[src/rtl/host_cmd_master.sv]
// host_cmd_master
//   Issues host commands to a monitor core over an 8N1 UART link and collects
//   the zero-terminated response stream of op 1.
//
//   Optional feature: define HOST_CMD_TIMEOUT_EN to abandon a response that
//   goes quiet for TIMEOUT cycles (err pulse, back to IDLE). Without it the
//   response phase waits forever and err only flags op 0.
//
//   Ports
//     clk, resetn            clock, synchronous active-low reset
//     cmd_valid/ready/op/arg command handshake (op 1..7, 32-bit argument)
//     data_valid/ready/byte  payload bytes for op 5 / op 7
//     resp_valid/byte/last   one strobe per op 1 response byte, last on 0x00
//     busy, err              not-IDLE flag, one-cycle error pulse
//     uart_tx, uart_rx       serial link to the monitor core (idle high)
module host_cmd_master #(
  parameter int FREQ    = 50_000_000,
  parameter int BAUD    = 2_000_000,
  parameter int TIMEOUT = 1_000_000
) (
  input  logic        clk,
  input  logic        resetn,
  input  logic        cmd_valid,
  output logic        cmd_ready,
  input  logic [2:0]  cmd_op,
  input  logic [31:0] cmd_arg,
  input  logic        data_valid,
  output logic        data_ready,
  input  logic [7:0]  data_byte,
  output logic        resp_valid,
  output logic [7:0]  resp_byte,
  output logic        resp_last,
  output logic        busy,
  output logic        err,
  output logic        uart_tx,
  input  logic        uart_rx
);
  localparam int BT = FREQ / BAUD;
  localparam int CW = $clog2(BT + 1);

  typedef enum logic [2:0] {S_IDLE, S_OP, S_ARG, S_PAYLOAD, S_RESP} state_e;

  state_e      state_q, state_d;
  logic [2:0]  op_q, op_d;
  logic [31:0] arg_q, arg_d;      // next argument byte always sits in [31:24]
  logic [2:0]  nargs_q, nargs_d;
  logic [23:0] len_q, len_d;      // op 7 bytes still to forward
  logic        zero_q, zero_d;    // op 5 terminator accepted
  logic        err_q, err_d;
  logic        resp_valid_q, resp_valid_d;
  logic [7:0]  resp_byte_q, resp_byte_d;
  logic        resp_last_q, resp_last_d;
  logic        payload_done;

  // transmitter
  logic          tx_active_q;
  logic [9:0]    tx_shift_q;
  logic [3:0]    tx_bit_q;
  logic [CW-1:0] tx_cnt_q;
  logic          tx_load, tx_last, tx_free;
  logic [7:0]    tx_byte;

  // receiver
  logic          rx_s1_q, rx_s2_q, rx_s3_q, rx_active_q;
  logic [CW-1:0] rx_cnt_q;
  logic [3:0]    rx_idx_q;
  logic [7:0]    rx_shift_q;
  logic          rx_good;

`ifdef HOST_CMD_TIMEOUT_EN
  localparam int TW = $clog2(TIMEOUT + 1);
  logic [TW-1:0] to_q, to_d;
`endif

  // A new frame may be loaded on the last cycle of the stop bit so that
  // consecutive frames follow each other with no idle gap.
  assign tx_last = tx_active_q && (tx_bit_q == 4'd9) && (tx_cnt_q == CW'(BT - 1));
  assign tx_free = !tx_active_q || tx_last;
  assign uart_tx = tx_active_q ? tx_shift_q[0] : 1'b1;

  always_ff @(posedge clk) begin
    if (!resetn) begin
      tx_active_q <= 1'b0;
      tx_shift_q  <= '1;
      tx_bit_q    <= '0;
      tx_cnt_q    <= '0;
    end else if (tx_load) begin
      tx_active_q <= 1'b1;
      tx_shift_q  <= {1'b1, tx_byte, 1'b0};
      tx_bit_q    <= '0;
      tx_cnt_q    <= '0;
    end else if (tx_active_q) begin
      if (tx_cnt_q == CW'(BT - 1)) begin
        tx_cnt_q   <= '0;
        tx_shift_q <= {1'b1, tx_shift_q[9:1]};
        tx_bit_q   <= tx_bit_q + 4'd1;
        if (tx_bit_q == 4'd9) tx_active_q <= 1'b0;
      end else begin
        tx_cnt_q <= tx_cnt_q + CW'(1);
      end
    end
  end

  // rx_idx 0 = start bit (re-checked mid-bit to reject glitches),
  // 1..8 = data LSB first, 9 = stop bit.
  assign rx_good = rx_active_q && (rx_cnt_q == '0) && (rx_idx_q == 4'd9) && rx_s2_q;

  always_ff @(posedge clk) begin
    if (!resetn) begin
      rx_s1_q     <= 1'b1;
      rx_s2_q     <= 1'b1;
      rx_s3_q     <= 1'b1;
      rx_active_q <= 1'b0;
      rx_cnt_q    <= '0;
      rx_idx_q    <= '0;
      rx_shift_q  <= '0;
    end else begin
      rx_s1_q <= uart_rx;
      rx_s2_q <= rx_s1_q;
      rx_s3_q <= rx_s2_q;
      if (!rx_active_q) begin
        if (rx_s3_q && !rx_s2_q) begin
          rx_active_q <= 1'b1;
          rx_cnt_q    <= CW'(BT / 2 - 1);
          rx_idx_q    <= '0;
        end
      end else if (rx_cnt_q != '0) begin
        rx_cnt_q <= rx_cnt_q - CW'(1);
      end else begin
        rx_cnt_q <= CW'(BT - 1);
        rx_idx_q <= rx_idx_q + 4'd1;
        if (rx_idx_q == 4'd0) begin
          if (rx_s2_q) rx_active_q <= 1'b0;
        end else if (rx_idx_q == 4'd9) begin
          rx_active_q <= 1'b0;
        end else begin
          rx_shift_q <= {rx_s2_q, rx_shift_q[7:1]};
        end
      end
    end
  end

  always_ff @(posedge clk) begin
    if (!resetn) begin
      state_q      <= S_IDLE;
      op_q         <= '0;
      arg_q        <= '0;
      nargs_q      <= '0;
      len_q        <= '0;
      zero_q       <= 1'b0;
      err_q        <= 1'b0;
      resp_valid_q <= 1'b0;
      resp_byte_q  <= '0;
      resp_last_q  <= 1'b0;
`ifdef HOST_CMD_TIMEOUT_EN
      to_q         <= '0;
`endif
    end else begin
      state_q      <= state_d;
      op_q         <= op_d;
      arg_q        <= arg_d;
      nargs_q      <= nargs_d;
      len_q        <= len_d;
      zero_q       <= zero_d;
      err_q        <= err_d;
      resp_valid_q <= resp_valid_d;
      resp_byte_q  <= resp_byte_d;
      resp_last_q  <= resp_last_d;
`ifdef HOST_CMD_TIMEOUT_EN
      to_q         <= to_d;
`endif
    end
  end

  always_comb begin
    state_d      = state_q;
    op_d         = op_q;
    arg_d        = arg_q;
    nargs_d      = nargs_q;
    len_d        = len_q;
    zero_d       = zero_q;
    err_d        = 1'b0;
    resp_valid_d = 1'b0;
    resp_byte_d  = resp_byte_q;
    resp_last_d  = 1'b0;
    tx_load      = 1'b0;
    tx_byte      = arg_q[31:24];
    cmd_ready    = 1'b0;
    data_ready   = 1'b0;
    payload_done = (op_q == 3'd5) ? zero_q : (len_q == '0);
`ifdef HOST_CMD_TIMEOUT_EN
    to_d         = '0;
`endif
    case (state_q)
      S_IDLE: begin
        cmd_ready = 1'b1;
        if (cmd_valid) begin
          op_d   = cmd_op;
          len_d  = cmd_arg[23:0];
          zero_d = 1'b0;
          if (cmd_op == 3'd0) err_d = 1'b1;
          else state_d = S_OP;
          // Pre-align the argument so the first byte to send is on top.
          case (cmd_op)
            3'd2:    begin nargs_d = 3'd4; arg_d = cmd_arg;                 end
            3'd4:    begin nargs_d = 3'd2; arg_d = {cmd_arg[15:0], 16'h0}; end
            3'd6:    begin nargs_d = 3'd1; arg_d = {cmd_arg[7:0], 24'h0};  end
            3'd7:    begin nargs_d = 3'd3; arg_d = {cmd_arg[23:0], 8'h0};  end
            default: begin nargs_d = 3'd0; arg_d = cmd_arg;                 end
          endcase
        end
      end
      S_OP: begin
        if (tx_free) begin
          tx_load = 1'b1;
          tx_byte = {5'd0, op_q};
          state_d = S_ARG;
        end
      end
      S_ARG: begin
        if (nargs_q != 3'd0) begin
          if (tx_free) begin
            tx_load = 1'b1;
            arg_d   = {arg_q[23:0], 8'h00};
            nargs_d = nargs_q - 3'd1;
          end
        end else if (!tx_active_q) begin
          case (op_q)
            3'd1:    state_d = S_RESP;
            3'd5:    state_d = S_PAYLOAD;
            3'd7:    state_d = (len_q == '0) ? S_IDLE : S_PAYLOAD;
            default: state_d = S_IDLE;
          endcase
        end
      end
      S_PAYLOAD: begin
        data_ready = !tx_active_q && !payload_done;
        if (data_ready && data_valid) begin
          tx_load = 1'b1;
          tx_byte = data_byte;
          if (op_q == 3'd5 && data_byte == 8'h00) zero_d = 1'b1;
          if (op_q == 3'd7) len_d = len_q - 24'd1;
        end else if (payload_done && !tx_active_q) begin
          state_d = S_IDLE;
        end
      end
      S_RESP: begin
        if (rx_good) begin
          resp_valid_d = 1'b1;
          resp_byte_d  = rx_shift_q;
          resp_last_d  = (rx_shift_q == 8'h00);
          if (rx_shift_q == 8'h00) state_d = S_IDLE;
        end
`ifdef HOST_CMD_TIMEOUT_EN
        to_d = to_q + TW'(1);
        if (rx_good) begin
          to_d = '0;
        end else if (to_q == TW'(TIMEOUT - 1)) begin
          err_d   = 1'b1;
          state_d = S_IDLE;
        end
`endif
      end
      default: state_d = S_IDLE;
    endcase
  end

  assign busy       = (state_q != S_IDLE);
  assign err        = err_q;
  assign resp_valid = resp_valid_q;
  assign resp_byte  = resp_byte_q;
  assign resp_last  = resp_last_q;
endmodule

[config.mk]
export PLATFORM = sky130hd
export DESIGN_NAME = host_cmd_master
export DESIGN_NICKNAME = d
export VERILOG_FILES = /design/src/rtl/host_cmd_master.sv
export SDC_FILE = /design/constraint.sdc
export NUM_CORES = 1
export LEC_CHECK = 0
export CORE_MARGIN = 2
export CORE_UTILIZATION = 25
export DETAILED_ROUTE_END_ITERATION = 10
export PLACE_DENSITY = 0.48
export SYNTH_ARGS = -nofsm -noshare
export SYNTH_HDL_FRONTEND = slang
export SYNTH_SLANG_ARGS = --single-unit
[constraint.sdc]
create_clock -name clk -period 3.6 [get_ports clk]
set_clock_uncertainty 0.15 [all_clocks]
set_input_delay 0.72 -clock clk [delete_from_list [all_inputs] [get_ports clk]]
set_output_delay 0.72 -clock clk [all_outputs]
set_load 0.005 [all_outputs]
; ---- Word-level counts from Yosys, hierarchy flattened
; Cells that the tools add are included.
; W data, S select, Z words.
[word_totals]
regBits = 117
latchBits = 0
mem_bits_rw = 0
mem_bits_ro = 0
inputBits = 48
out_inout_bits = 15
word_cells = 166
n_memories = 0
[op_classes]
n_addsub = 6
n_mul = 0
div = 0
magnitude_cmp = 0
n_eq_ne = 29
n_shift = 0
mux = 63
bitwise_logic = 4
n_reduce_logical = 43
[op_table]
columns = operator, n
row1 = $mux W32, 3
row2 = $pmux W32 S3, 1
row3 = $mux W24, 3
row4 = $pmux W32 S2, 1
row5 = $pmux W24 S2, 1
row6 = $mux W3, 12
row7 = $ne A2 B2 Y1 const B, 15
row8 = $mux W9, 3
row9 = $logic_not A24 Y1, 1
row10 = $sub A24 B1 Y24 const B, 1
row11 = $mux W1, 22
row12 = $mux W5, 4
row13 = $eq A3 B3 Y1 const B, 6
row14 = $logic_not A8 Y1, 2
row15 = $mux W8, 2
row16 = $pmux W8 S2, 1
row17 = $reduce_and A4 Y1, 4
row18 = $pmux W3 S5, 1
row19 = $mux W4, 3
row20 = $pmux W3 S4, 1
row21 = $reduce_and A2 Y1, 6
row22 = $logic_and A1 B1 Y1, 10
row23 = $reduce_bool A2 Y1, 5
row24 = $eq A3 B2 Y1 const B, 3
row25 = 23 further kinds, 34

; ---- Longest topological paths before layout
; Gate-level depths: netlist of run 1.
[logic_depth]
word_depth = 9
depth_mapped = 9

; ---- Worst setup path after synthesis of run 1
; No wires, ideal clock.
[synth_path]
path_kind = flip-flop to output port
start = reg len_q[0]
end = out data_ready
arrival_time_ns = 2.145
path_slack_ns = 0.585
stages_incl_launch_ff = 8
path_cell_list = dfxtp_1 inv_1 ha_1 or4b_1 clkbuf_1 or4_4 o31ai_4 nor3_1
[synth_via]
elab_chain_cells = 5
[synth_rtl]
columns = item, line_no
row1 = "start, declared", 47  ; logic [23:0] len_q, len_d;
row2 = "start signal, assigned", 163  ; len_q <= len_d;
row3 = $logic_not A24 Y1, 190  ; payload_done = (op_q == 3'd5) ? zero_q : (len_q == '0);
row4 = $mux W1, 190
row5 = $logic_not A1 Y1, 237  ; data_ready = !tx_active_q && !payload_done;
row6 = $logic_and A1 B1 Y1, 237
row7 = $mux W1, 194  ; case (state_q)
row8 = "end, declared", 28  ; output logic data_ready,
; No other way between the ends.

; ---- Worst setup path in the final report of run 1
; Ends and elaborated chain as after synthesis.

==> flow_summary.toml, run 1 <==
[power_and_ir_drop]
max-vdd-ir-drop_v = 0.000268
power_frac_seq = 0.314
pwr-share-comb = 0.406
cellPowerDensity_nw_per_um2 = 696
power.static_leakage_uw = 0.00314
power.share.clock = 0.280
p_int_uw = 3450
switching_share_of_power = 0.402
power.switching_uw = 2310

[timing]
period_minus_slack_ns = 3.47
max-slew-margin-rel = 0.166
hold_vio_cnt_final = 0
totalNegativeSetupSlack_ns = 0
fin_crit_sh = 0.964
drv_slew = 0
tightest_slew_ns = 1.25
setup_viol = 0
max_freq_mhz = 288
unrepaired_setup_endpoints_after_global_routing = "false"

[layout]
finish.utilization = 0.317
drive_above_1_share = 0.0940
layout_common_cells = "dfxtp_1 (117), nand2_1 (90), a21oi_1 (73), nor2_1 (71), clkdlybuf4s50_1 (60)"
area_growth_syn_to_layout_pct = 24.1
antennaDiodeCount = 0
final.fill_count = 2863
num-nets-final = 952
most_common_library_cell_in_the_layout_ignoring_fill_and_taps = "dfxtp_1"

[logic_synthesis]
synthFlopType = "dfxtp_1"
synth.net_count = 908
synth_compound_area_frac = 0.274
synth_top_area_cell = "dfxtp_1"
synth.lib_cells_used.distinct = 75
synthesized_area_fraction_occupied_by_xor_and_xnor_cells = 0.00657
postSynth.asyncResetShare = 0
fraction_of_the_mapped_netlist_area_in_simple_logic_gates = 0.239
syn-cell-area_um2 = 6670
post_synthesis_sequential_area_ratio = 0.351
netlist_instances = 848
synth_edf_count = 0
synth.yosys.warnings = 0
synth_top_family_by_area = "compound AO/OA/AOI/OAI gates"
postSynthAreaPerCell_um2 = 7.86
synth.mux.area_fraction = 0.0527
post_synth_fa_ha_maj_area_fraction = 0.0225
yosys.area.top_type_share = 0.351
synth-seq-cells = 117
top_post_synthesis_cells_by_area = "dfxtp_1 (35%), a21oi_1 (5.5%), mux2i_1 (5.1%)"

[worst_hold_path]
worstHoldPathType = "reg -> reg"

[grt]
grt_max_degree = 49
grt_remaining_overflow = 0
antenna_found_initial = 0
track_usage = 0.161
wire_length_of_the_first_global_routing_pass_um = 35800
number_of_global_route_vias_before_repair = 6253

[worst_setup_path]
critical_path_required_ns = 2.73
reg2reg_depth = 8
crit-reg2reg-capture = "len_q[21]"
critical_path.endpoint_type = "primary output"
critPathKind = "reg -> out"
worst-path-max-fanout = 5
setup.worst_path.start_class = "flip-flop"
critical_path_arrival_ns = 2.60
crit_path_end = "data_ready"
worst_setup_path_startpoint = "len_q[0]"
reg2reg_slack_ns = 0.31
critical_path.reg2reg.startpoint = "len_q[0]"

[die]
initial_core_util = 0.255
die_h_um = 167
floorplan_die_area_um2 = 28000
die_width_um = 167
io_pins = 63
core.rowCount = 59
core_area_um2 = 26100

[place]
placement.io_buffers = 62
finalWeightedCongestion = 0.812
place.detailed.hpwl_um = 15600

[clock_network]
cts-root-to-sink-buffers = 2
cts_num_sinks = 117
worst_setup_hold_path_clk_slew_ns = 0.06
tritoncts = "done"
clock_tree.htree_level_count = 4
clockRootBuffer = "clkbuf_16"
hold_buffers = 0
numCtsBuffers = 17
clock_latency_ns = 0.43

[routing]
via_count = 6723
drt-pass1-iter-count = 8
route.detailed.drc = 2
antenna_violating_nets_post_route = 0
route.final.wire_length_um = 22300
wl_per_cell_um = 18.0
drtIter0Drc = 623
via_per_inst = 5.43

[run_status]
outcome = "finished with violations"
failed_checks = "DRC"

[flow_run]
cap_violations = 0
==> metrics by stage <==
step / cell area (um2) / std cells / total power (uW) / setup slack [ns] / hold slack, ns
6_report: 8280 / 1239 / 5760 / 0.130 / 0.261
5_1_grt: 8280 / 1239 / 6180 / 0.0221 / 0.283
4_1_cts: 8260 / 1239 / 5770 / 0.0365 / 0.266
3_5_place_dp: 7700 / 1208 / 4130 / 0.204 / 0.245
3_3_place_gp: 7700 / 1208 / 4120 / 0.220 / 0.267
2_1_floorplan: 6670 / 848 / 3340 / 0.585 / 0.236
==> cell type report <==
| cell class | instances | area [um2] | share of cell area |
|---|---|---|---|
| multi-input cells | 635 | 4010 | 0.484 |
| flip-flops and latches | 117 | 2340 | 0.283 |
| repair buffers | 93 | 847 | 0.102 |
| clock buffers | 17 | 425 | 0.0514 |
| well taps | 335 | 419 | 0.0507 |
| clock inverters | 14 | 129 | 0.0156 |
| inverters | 28 | 105 | 0.0127 |
==> sequential cells by signal, summed over array words and instances, names as in the netlist, 4 cells and up <==
name	count
resp_byte	8
tx_shift_q	9
rx_shift_q	8
tx_cnt_q	5
arg_q	32
rx_cnt_q	5
tx_bit_q	4
rx_idx_q	4
len_q	24
==> power groups by stage <==
| stage | combinational (uW) | clock (uW) | sequential, uW |
|---|---|---|---|
| 3_5_place_dp | 2290 | 0 | 1830 |
| 6_report | 2340 | 1620 | 1810 |
| 5_1_grt | 2610 | 1720 | 1850 |
| 2_1_floorplan | 1600 | 0 | 1730 |
| 3_3_place_gp | 2290 | 0 | 1830 |
| 4_1_cts | 2310 | 1650 | 1810 |
==> critical path: stages, from the launching register on <==
cell,delay (ns)
dfxtp_1,0.32
inv_2,0.10
ha_4,0.15
or4b_4,0.50
or4_4,0.47
o31ai_4,0.27
nor3_1,0.07
dlygate4sd2_1,0.28
==> cell usage after synthesis, types with 5 or more instances <==
cell	number
a22o_1	9
a221o_1	11
o32ai_1	15
nand3_1	30
nor3_1	20
and3_1	5
o2bb2ai_1	8
nor2_1	71
nand4_1	18
nor4_1	11
nand2b_1	7
and2_1	5
a21oi_1	73
or3_1	24
a31oi_1	16
dfxtp_1	117
buf_1	6
nand2_1	90
o22ai_1	11
o21ai_0	46
inv_1	26
mux2i_1	34
a211oi_1	7
clkbuf_1	61
nor2b_1	5
a221oi_1	19
ha_1	12
==> timing repair <==
action,CTS,global route
buffers inserted,0,0
resized for setup,2,4
setup endpoints to repair,1,1
==> metal layers <==
layer  track usage  wire length [um]  vias to the layer above
met5             0                 0                        -
met4        0.0435               332                        0
met3        0.0343              1200                       23
met2         0.250             10200                      206
met1         0.225             10500                     3228
li1              -                 -                     3266
==> worst min-delay path by stage <==
stage | startpoint | endpoint | slack [ns] | cells after the start
2_1_floorplan | rx_s1_q | rx_s2_q | 0.24 | 1
3_3_place_gp | rx_s1_q | rx_s2_q | 0.27 | 1
3_5_place_dp | rx_s1_q | rx_s2_q | 0.24 | 1
4_1_cts | rx_s1_q | rx_s2_q | 0.27 | 1
5_1_grt | rx_s1_q | rx_s2_q | 0.28 | 1
6_report | rx_s1_q | rx_s2_q | 0.26 | 1
==> logic make-up after synthesis <==
family | after synthesis
buffers and inverters | 96
AND/OR/NAND/NOR | 317
AO/OA/AOI/OAI | 266
XOR/XNOR | 5
multiplexers | 35
adder cells (fa/ha/maj) | 12
flip-flops | 117
Power figures use the tool's default switching activity.
==> run 2, diff against run 1 <==
--- a/config.mk
+++ b/config.mk
@@ -7,8 +7,10 @@
 export LEC_CHECK = 0
 export CORE_MARGIN = 2
 export CORE_UTILIZATION = 25
+export CTS_CLUSTER_SIZE = 8
 export DETAILED_ROUTE_END_ITERATION = 10
 export PLACE_DENSITY = 0.48
+export SLEW_MARGIN = 25
 export SYNTH_ARGS = -nofsm -noshare
 export SYNTH_HDL_FRONTEND = slang
 export SYNTH_SLANG_ARGS = --single-unit
==> flow_summary.toml, run 2 (same netlist as run 1, synthesis figures left out) <==
[die]
core.rowCount = 59
initial_core_util = 0.255
floorplan_die_area_um2 = 28000
die_width_um = 167
io_pins = 63
die_h_um = 167
core_area_um2 = 26100

[layout]
num-nets-final = 953
area_growth_syn_to_layout_pct = 25.1
final.fill_count = 2849
most_common_library_cell_in_the_layout_ignoring_fill_and_taps = "dfxtp_1"
drive_above_1_share = 0.0960
largest_register = "arg_q"
layoutNonFillerInstCount = 1241
layout_common_cells = "dfxtp_1 (117), nand2_1 (90), a21oi_1 (73), nor2_1 (70), clkdlybuf4s50_1 (60)"
largest_registers_in_the_final_layout = "arg_q x32, len_q x24, tx_shift_q x9"
largest_register_ffs = 32
antennaDiodeCount = 0
final_area_um2 = 8350

[timing]
unrepaired_setup_endpoints_after_global_routing = "false"
setup_viol = 0
max_freq_mhz = 287
drv_slew = 0
totalNegativeSetupSlack_ns = 0
hold_vio_cnt_final = 0
period_minus_slack_ns = 3.49
max-slew-margin-rel = 0.340
tightest_slew_ns = 0.988
fin_crit_sh = 0.969

[worst_setup_path]
setup.worst_path.start_class = "flip-flop"
worst-path-max-fanout = 5
critical_path_required_ns = 2.73
critPathKind = "reg -> out"
worst_setup_path_startpoint = "len_q[0]"
critical_path.endpoint_type = "primary output"
critical_path.reg2reg.startpoint = "len_q[0]"
critical_path_arrival_ns = 2.62

[grt]
wire_length_of_the_first_global_routing_pass_um = 35500
grt_max_degree = 49
antenna_found_initial = 0
track_usage = 0.159
number_of_global_route_vias_before_repair = 6280
grt_remaining_overflow = 0

[place]
cell_area_after_placement_um2 = 7700
place.detailed.hpwl_um = 15600
finalWeightedCongestion = 0.812
placement.io_buffers = 62
placedCellCount = 1208

[power_and_ir_drop]
finalPower_uw = 5910
max-vdd-ir-drop_v = 0.000282
cellPowerDensity_nw_per_um2 = 708
p_int_uw = 3570
power.share.clock = 0.292
power_frac_seq = 0.306
power.static_leakage_uw = 0.00317
power.switching_uw = 2340
switching_share_of_power = 0.396
pwr-share-comb = 0.402

[run_status]
outcome = "finished with violations"
failed_checks = "DRC"

[clock_network]
clockRootBuffer = "clkbuf_16"
hold_buffers = 0
worst_setup_hold_path_clk_slew_ns = 0.06
cts-root-to-sink-buffers = 2
tritoncts = "done"
numCtsBuffers = 17
clock_tree.htree_level_count = 4
cts_num_sinks = 117
post_cts.repair.setup_buffers = 0
clock_latency_ns = 0.42

[worst_hold_path]
min_from = "rx_s1_q"
worstHoldPathType = "reg -> reg"

[flow_run]
cap_violations = 0

[routing]
via_per_inst = 5.38
antenna_violating_nets_post_route = 0
route.final.wire_length_um = 22300
wl_per_cell_um = 17.9
via_count = 6672
drt-pass1-iter-count = 8
drtIter0Drc = 508
route.detailed.drc = 2
## run 2: changes by cell type in the layout (fill, tap and decap cells not counted)
| cell | before | now |
|---|---|---|
| buf_16 | 0 | 1 |
| bufinv_16 | 1 | 2 |
| clkbuf_1 | 0 | 1 |
| clkinv_2 | 3 | 0 |
| clkinvlp_4 | 3 | 2 |
| inv_6 | 4 | 6 |
| inv_8 | 0 | 1 |
| nor2_1 | 71 | 70 |
| nor2_2 | 0 | 1 |
## run 2: area by class of cell
class | instances | area (um2) | share of cell area
Clock inverter | 14 | 165 | 0.0198
Tap cell | 335 | 419 | 0.0502
Multi-Input combinational cell | 635 | 4010 | 0.481
Sequential cell | 117 | 2340 | 0.281
Clock buffer | 18 | 429 | 0.0514
Timing Repair Buffer | 94 | 875 | 0.105
Inverter | 28 | 105 | 0.0126
## run 2: repair_timing
item                                    4_1_cts  5_1_grt
endpoints found under the setup margin        1        1
resized for setup                             3        3
gates cloned                                  0        0
## run 2: worst paths after layout
path / endpoint / slack, ns / depth (start not counted)
max: data_ready / 0.11 / 7
min: rx_s2_q / 0.26 / 1
max reg2reg: len_q[0] / 0.65 / 7
min reg2reg: rx_s2_q / 0.26 / 1
## run 2: per-layer routing
metal  up-vias  routed length [um]  global-route usage
met4         0                 265              0.0371
met2       213               10200               0.251
met3        19                1150              0.0305
met1      3170               10600               0.225
met5         -                   0                   0
li1       3270                   -                   -
## run 2: metrics by stage
stage	hold slack (ns)	setup WS, ns	utilization
after floorplan	0.236	0.585	-
after global placement	0.267	0.220	0.295
after detailed placement	0.245	0.238	0.295
after CTS	0.266	0.0511	0.318
after global routing	0.283	0.0159	0.319
final	0.261	0.110	0.319
## run 2: critical path, cell delays in order, from the launching register on
cell and delay, ns:
dfxtp_1 0.33, inv_2 0.10, ha_4 0.16, or4b_4 0.51, or4_4 0.48, o31ai_4 0.27, nor3_1 0.06, dlygate4sd2_1 0.29
## run 2: power groups by stage
stage               combinational (uW)  clock, uW  sequential, uW
floorplan                         1600          0            1730
global placement                  2290          0            1830
detailed placement                2290          0            1830
CTS                               2310       1760            1810
global route                      2640       1830            1840
finish                            2380       1730            1810
==> run 3, diff against run 2 <==
--- a/config.mk
+++ b/config.mk
@@ -10,6 +10,7 @@
 export CTS_CLUSTER_SIZE = 8
 export DETAILED_ROUTE_END_ITERATION = 10
 export PLACE_DENSITY = 0.48
+export REMOVE_ABC_BUFFERS = 1
 export SLEW_MARGIN = 25
 export SYNTH_ARGS = -nofsm -noshare
 export SYNTH_HDL_FRONTEND = slang
==> flow_summary.toml, run 3 (same netlist as run 1, synthesis figures left out) <==
[die]
die_h_um = 167
die_width_um = 167
floorplan_die_area_um2 = 28000
initial_core_util = 0.255
core.rowCount = 59
core_area_um2 = 26100
io_pins = 63

[timing]
drv_slew = 0
setup_viol = 0
tightest_slew_ns = 0.922
hold_vio_cnt_final = 0
unrepaired_setup_endpoints_after_global_routing = "false"
finalHoldWorstSlack_ns = 0.262
max-slew-margin-rel = 0.384
fin_crit_sh = 0.907
period_minus_slack_ns = 3.27
max_freq_mhz = 306

[worst_hold_path]
worstHoldPathType = "reg -> reg"
end_of_the_worst_hold_path = "rx_s2_q"
min_from = "rx_s1_q"
hold_depth = 1

[worst_setup_path]
critical_path_required_ns = 2.73
setup.worst_path.start_class = "flip-flop"
reg2reg_depth = 8
critical_path.endpoint_type = "primary output"
critPathKind = "reg -> out"
critical_path.reg2reg.startpoint = "len_q[0]"
worst-path-max-fanout = 4
worst_setup_path_startpoint = "len_q[0]"
reg2reg_slack_ns = 0.46
critical_path_arrival_ns = 2.40
crit-reg2reg-capture = "len_q[0]"

[grt]
number_of_global_route_vias_before_repair = 6415
antenna_found_initial = 0
track_usage = 0.161
grt_remaining_overflow = 0
wire_length_of_the_first_global_routing_pass_um = 36200
grt_max_degree = 49

[layout]
layout_common_cells = "dfxtp_1 (117), nand2_1 (90), a21oi_1 (73), nor2_1 (71), clkdlybuf4s50_1 (60)"
final_area_um2 = 8460
largest_register_ffs = 32
largest_register = "arg_q"
largest_registers_in_the_final_layout = "arg_q x32, len_q x24, tx_shift_q x9"
drive_above_1_share = 0.0950
finish.utilization = 0.324
area_growth_syn_to_layout_pct = 26.8
antennaDiodeCount = 0
most_common_library_cell_in_the_layout_ignoring_fill_and_taps = "dfxtp_1"
layoutNonFillerInstCount = 1240
num-nets-final = 952

[clock_network]
hold_buffers = 0
worst_setup_hold_path_clk_slew_ns = 0.06
clock_tree.htree_level_count = 4
numCtsBuffers = 17
cts_num_sinks = 117
clock_latency_ns = 0.42
cts-root-to-sink-buffers = 2
post_cts.repair.setup_buffers = 0
tritoncts = "done"
clockRootBuffer = "clkbuf_16"

[run_status]
outcome = "finished with violations"
failed_checks = "DRC"

[place]
cell_area_after_placement_um2 = 7700
place.detailed.hpwl_um = 15400
placedCellCount = 1207
placement.io_buffers = 62
finalWeightedCongestion = 0.820

[routing]
drt-pass1-iter-count = 10
wl_per_cell_um = 17.7
via_per_inst = 5.33
route.detailed.drc = 3
route.final.wire_length_um = 22000
via_count = 6613
antenna_violating_nets_post_route = 0
drtIter0Drc = 480

[power_and_ir_drop]
cellPowerDensity_nw_per_um2 = 736
max-vdd-ir-drop_v = 0.000310
power.static_leakage_uw = 0.00323

[flow_run]
cap_violations = 0
## run 3: worst max-delay path by stage
stage,to,slack [ns],cells past startpoint
3_5_place_dp,data_ready,0.33,5
4_1_cts,data_ready,0.03,7
5_1_grt,data_ready,0.23,7
6_report,data_ready,0.33,7
2_1_floorplan,len_q[11],-0.74,5
3_3_place_gp,data_ready,0.35,5
## run 3: power breakdown
part	switching [uW]	leakage (uW)	internal, uW
Combinational	1410	0.00194	944
Sequential	236	0.000956	1570
Clock	634	0.000337	1440
## run 3: cell type report
type	instances	area, um2
Inverter	28	105
Clock inverter	13	278
Tap cell	335	419
Timing Repair Buffer	93	871
Clock buffer	19	433
Multi-Input combinational cell	635	4010
Fill cell	2817	17700
Sequential cell	117	2340
## run 3: layer usage
metal,track usage,vias up,share of wire
li1,-,3267,-
met2,0.252,197,0.46
met1,0.226,3129,0.48
met5,0,-,0
met3,0.0267,20,0.048
met4,0.0499,0,0.017
## run 3: stage by stage
| stage | total power (uW) | setup TNS (ns) | setup slack (ns) |
|---|---|---|---|
| final | 6230 | 0 | 0.334 |
| after global routing | 6640 | 0 | 0.229 |
| after CTS | 6230 | 0 | 0.0326 |
| after detailed placement | 4110 | 0 | 0.327 |
| after global placement | 4100 | 0 | 0.352 |
| after floorplan | 3240 | -14.59 | -0.745 |
## run 3: repair_timing
action                                  in CTS  in global routing
gates resized for setup                      5                  2
pin swaps                                    3                  1
endpoints found under the setup margin       1                  1
## run 3: critical path: stages, from the launching register on
cell            delay, ns
dfxtp_1              0.32
inv_2                0.09
ha_4                 0.14
or4b_4               0.46
or4_4                0.53
o31ai_4              0.20
nor3_1               0.08
dlymetal6s2s_1       0.15
